[src/rtl/result_buffer.sv]
// Result FIFO between the series-evaluation datapath and a slow consumer.
// Captures each completed result, presents it on valid/ready, and flags dropped results.
module result_buffer #(
  parameter int unsigned W     = 10,
  parameter int unsigned DEPTH = 4
) (
  input  logic                         clk,
  input  logic                         rst,
  input  logic                         in_valid,
  input  logic [W-1:0]                 in_data,
  output logic                         out_valid,
  output logic [W-1:0]                 out_data,
  input  logic                         out_ready,
  output logic                         full,
  output logic [$clog2(DEPTH+1)-1:0]   count,
  output logic                         overflow,
  input  logic                         clr_ovf
);

  localparam int unsigned AW = (DEPTH > 1) ? $clog2(DEPTH) : 1;
  localparam int unsigned CW = $clog2(DEPTH + 1);

  logic [W-1:0]  mem_q [DEPTH];
  logic [W-1:0]  mem_d [DEPTH];
  logic [AW-1:0] wp_q, wp_d;
  logic [AW-1:0] rp_q, rp_d;
  logic [CW-1:0] count_q, count_d;
  logic          ovf_q, ovf_d;

  logic pop_c;
  logic push_c;
  logic drop_c;

  // Handshake decode; a pop on a full buffer frees the slot for a same-cycle push.
  always_comb begin
    pop_c  = out_valid & out_ready;
    push_c = in_valid & (~full | pop_c);
    drop_c = in_valid & full & ~pop_c;
  end

  // Next-state for pointers, occupancy, storage and the sticky overflow flag.
  always_comb begin
    mem_d   = mem_q;
    wp_d    = wp_q;
    rp_d    = rp_q;
    count_d = count_q;
    ovf_d   = ovf_q;

    if (push_c) begin
      mem_d[wp_q] = in_data;
      wp_d        = AW'(wp_q + AW'(1));
    end
    if (pop_c) begin
      rp_d = AW'(rp_q + AW'(1));
    end
    if (push_c && !pop_c) begin
      count_d = CW'(count_q + CW'(1));
    end else if (pop_c && !push_c) begin
      count_d = CW'(count_q - CW'(1));
    end

    // A drop wins over a same-cycle clear so the loss is never hidden.
    if (drop_c) begin
      ovf_d = 1'b1;
    end else if (clr_ovf) begin
      ovf_d = 1'b0;
    end
  end

  always_ff @(posedge clk or posedge rst) begin
    if (rst) begin
      for (int i = 0; i < int'(DEPTH); i++) begin
        mem_q[i] <= '0;
      end
      wp_q    <= '0;
      rp_q    <= '0;
      count_q <= '0;
      ovf_q   <= 1'b0;
    end else begin
      for (int i = 0; i < int'(DEPTH); i++) begin
        mem_q[i] <= mem_d[i];
      end
      wp_q    <= wp_d;
      rp_q    <= rp_d;
      count_q <= count_d;
      ovf_q   <= ovf_d;
    end
  end

  // All status outputs derive from registers only.
  always_comb begin
    out_data  = mem_q[rp_q];
    out_valid = (count_q != '0);
    full      = (count_q == CW'(DEPTH));
    count     = count_q;
    overflow  = ovf_q;
  end

endmodule
[config.mk]
export PLATFORM = sky130hd
export DESIGN_NAME = result_buffer
export DESIGN_NICKNAME = d
export VERILOG_FILES = /design/src/rtl/result_buffer.sv
export SDC_FILE = /design/constraint.sdc
export NUM_CORES = 1
export LEC_CHECK = 0
export BUFFER_PORTS_ARGS = -buffer_cell sky130_fd_sc_hd__buf_4
export CORE_MARGIN = 2
export CORE_UTILIZATION = 47
export DETAILED_ROUTE_END_ITERATION = 6
export HOLD_SLACK_MARGIN = 0.03
export PLACE_DENSITY = 0.67
export SLEW_MARGIN = 25
export SYNTH_ARGS = -nofsm -noshare
export SYNTH_HDL_FRONTEND = slang
export SYNTH_SLANG_ARGS = --single-unit
[constraint.sdc]
create_clock -name clk -period 3.2 [get_ports clk]
set_input_delay 0.32 -clock clk [delete_from_list [all_inputs] [get_ports clk]]
set_output_delay 0.32 -clock clk [all_outputs]
set_load 0.02 [all_outputs]
==> flow_metrics.env <==
export IMPL_status="complete, no violations"
export IMPL_clk_pin_slew_ns=0.09
export IMPL_path_cells="or4b_4, nand2_1, inv_1, ha_1, inv_1, fa_1, mux2_2"
export IMPL_synth_seq_cells=48
export IMPL_p_comb_share_pct=48.1
export IMPL_reg2reg_to="count[1]"
export IMPL_dp_cells=229
export IMPL_internal_power_mw=2.087
export IMPL_nets=190
export IMPL_start_util_pct=49.71
export IMPL_antenna_left=0
export IMPL_power_switching_mw=1.040
export IMPL_die_area_mm2=0.005682
export IMPL_worstSetupPathType="reg -> reg"
export IMPL_std_cell_rows=25
export IMPL_syn_area_mm2=0.002395
export IMPL_antenna_found_initial=0
export IMPL_period_minus_slack_ns=2.330
export IMPL_p_leak_nw=1.257
export IMPL_layout_commonest_cell="dfrtp_1"
export IMPL_ys_seq_area_share_pct=50.16
export IMPL_die_y_um=75.38
export IMPL_power_density_mw_per_mm2=1145
export IMPL_die_width_um=75.38
export IMPL_route_detailed_drc=0
export IMPL_clk_latency_ns=0.30
export IMPL_seq_area_mm2=0.001201
export IMPL_synth_warnings=0
export IMPL_final_cells=237
export IMPL_cts_sinks=48
export IMPL_syn_area_per_cell_um2=17.48
export IMPL_timing_hold_violations_final=0
export IMPL_r2r_setup_slack_ns=0.87
export IMPL_wl_per_cell_um=18.01
export IMPL_ir_drop_v=0.0004799
export IMPL_port_buffers=30
export IMPL_cp_start_kind="register"
export IMPL_hp_class="in -> async"
export IMPL_vias=1238
export IMPL_diodes=0
export IMPL_grt_pass1_wl_um=6962
export IMPL_cts_resized=0
export IMPL_rsz0062_at_grt="false"
export IMPL_grt_pass1_vias=1359
export IMPL_grt_ovfl_total=0
export IMPL_wl_um=4269
export IMPL_core_mm2=0.004817
export IMPL_r2r_start="count[1]"
export IMPL_period_share_pct=72.81
export IMPL_worst_path_buf_inv=2
export IMPL_report_final_slew_viol_count=0
export IMPL_cp_slowest_cell="or4b_4"
export IMPL_dp_final_hpwl_um=2789
export IMPL_cp_arrival_ns=2.51
export IMPL_cp_slowest_stage_delay_ns=0.59
export IMPL_max_slew_margin_pct=46.13
export IMPL_drtIter0Drc=51
export IMPL_syn_nets=158
export IMPL_critical_path_max_fanout=6
export IMPL_syn_instance_count=137
export IMPL_synth_distinct_cells=20
export IMPL_cts_root_buffer="clkbuf_8"
export IMPL_total_power_mw=3.127
export IMPL_drive_above_1_share_pct=55.88
export IMPL_post_cts_buffers=0
export IMPL_final_setup_tns_ns=0
export IMPL_seq_power_share_pct=38.2
export IMPL_drv_cap=0
export IMPL_setup_viol=0
export IMPL_gp_congestion=0.7251
export IMPL_grt_max_degree=49
export IMPL_crit_family="simple AND/OR/NAND/NOR gates"
export IMPL_sw_frac_of_total_pct=33.26
export IMPL_fillerInstances=400
export IMPL_clockPowerShare_pct=13.7
export IMPL_multi_input_area_mm2=0.001079
export IMPL_holdBufCountCts=0
export IMPL_avgViaCountPerCell=5.224
export IMPL_cp_common_cell="inv_1"
export IMPL_critPathRequiredTime_ns=3.38
export IMPL_clock_path_buffers=2
export IMPL_areaGrowthSynthToFinish_pct=14.00
export IMPL_cts_tree="built"
export IMPL_endpoint_kind="register"
export IMPL_cts_max_level=2
export IMPL_fmax_mhz=429.2
export IMPL_first_pass_iters=3
export IMPL_reg2regPathDepth=7
export IMPL_fin_worst_skew_ns=0.008773
export IMPL_cts_made_buffers=5
export IMPL_num_io_pins=31
export IMPL_mostFrequentLayoutCells="dfrtp_1, mux2_4, buf_4, mux4_2, inv_1"
export IMPL_worst_pin_slew_ns=0.8081
export IMPL_grt_use_total_pct=16.90
==> cell families after synthesis <==
logic type      count (synthesis)  share of synthesized area, %
compound gates                  1                        0.2614
flops                          48                         50.16
fa+ha+maj                       6                         3.448
simple gates                   11                         3.709
mux                            52                         35.42
xor+xnor                        6                         2.194
buf+inv                        13                         4.807
==> per-stage QoR <==
stage,instance area (um^2),worst slack (ns),hold slack (ns),utilization [%]
floorplan,2395,0.9359,0.4285,-
global placement,2623,0.9458,0.4872,54.44
detailed placement,2623,0.8742,0.4908,54.44
CTS,2730,0.8646,0.1860,56.68
global route,2730,0.7946,0.1887,56.68
finish,2730,0.8702,0.1636,56.68
==> Yosys cell counts (all sizes together) <==
cell type,count,area (um^2)
nor2,1,3.750
clkbuf,1,3.750
mux4,10,225.2
and3,4,45.04
o22ai,1,6.260
ha,5,62.56
or3,1,6.260
fa,1,20.02
buf,5,85.08
xor2,2,17.52
nand3,1,5.000
nor3b,1,7.510
mux2,42,623.1
inv,7,26.28
xnor2,4,35.03
dfrtp,48,1201
nand2,2,7.510
or4b,1,13.76
==> per-layer routing <==
layer	global-route usage [%]	routed length, um	share of wire [%]
met2	27.25	2141	50
met5	0	0	0
met1	22.78	1922	45
met3	4.894	160	3.7
met4	4.094	45	1.1
==> worst max path at each step <==
stage	startpoint	slack (ns)	cells after the start	to
after detailed placement	out_ready	0.87	8	count[1]
after CTS	count[1]	0.86	7	count[1]
after floorplan	count[1]	0.94	7	count[1]
after global placement	out_ready	0.95	8	count[1]
final	count[1]	0.87	7	count[1]
after global routing	count[1]	0.79	7	count[1]
==> state kept, by name, summed over array words and instances (netlist names) <==
name	flops
count	3
mem_q	40
overflow	1
rp_q	2
wp_q	2
==> cell type report <==
| cell class | count | share of cell area (%) |
|---|---|---|
| sequential | 48 | 44.00 |
| multi-input combinational | 76 | 39.50 |
| timing repair buffer | 31 | 8.524 |
| tap | 67 | 3.071 |
| clock buffer | 6 | 2.658 |
| clock inverter | 2 | 1.283 |
| inverter | 7 | 0.9624 |
==> power by group through the flow <==
| stage | clock network, mW | logic [mW] | registers, mW |
|---|---|---|---|
| floorplan | 0 | 1.23 | 1.09 |
| global placement | 0 | 1.49 | 1.17 |
| detailed placement | 0 | 1.52 | 1.20 |
| CTS | 0.443 | 1.53 | 1.20 |
| global route | 0.471 | 1.61 | 1.24 |
| finish | 0.428 | 1.51 | 1.19 |
==> worst register-to-register path, cell delays in order (launching register included) <==
cell,delay [ns]
dfrtp_1,0.46
or4b_4,0.59
nand2_1,0.16
inv_1,0.06
ha_1,0.20
inv_1,0.07
fa_1,0.40
mux2_2,0.27
No activity file was read; power rests on OpenSTA's default activity.
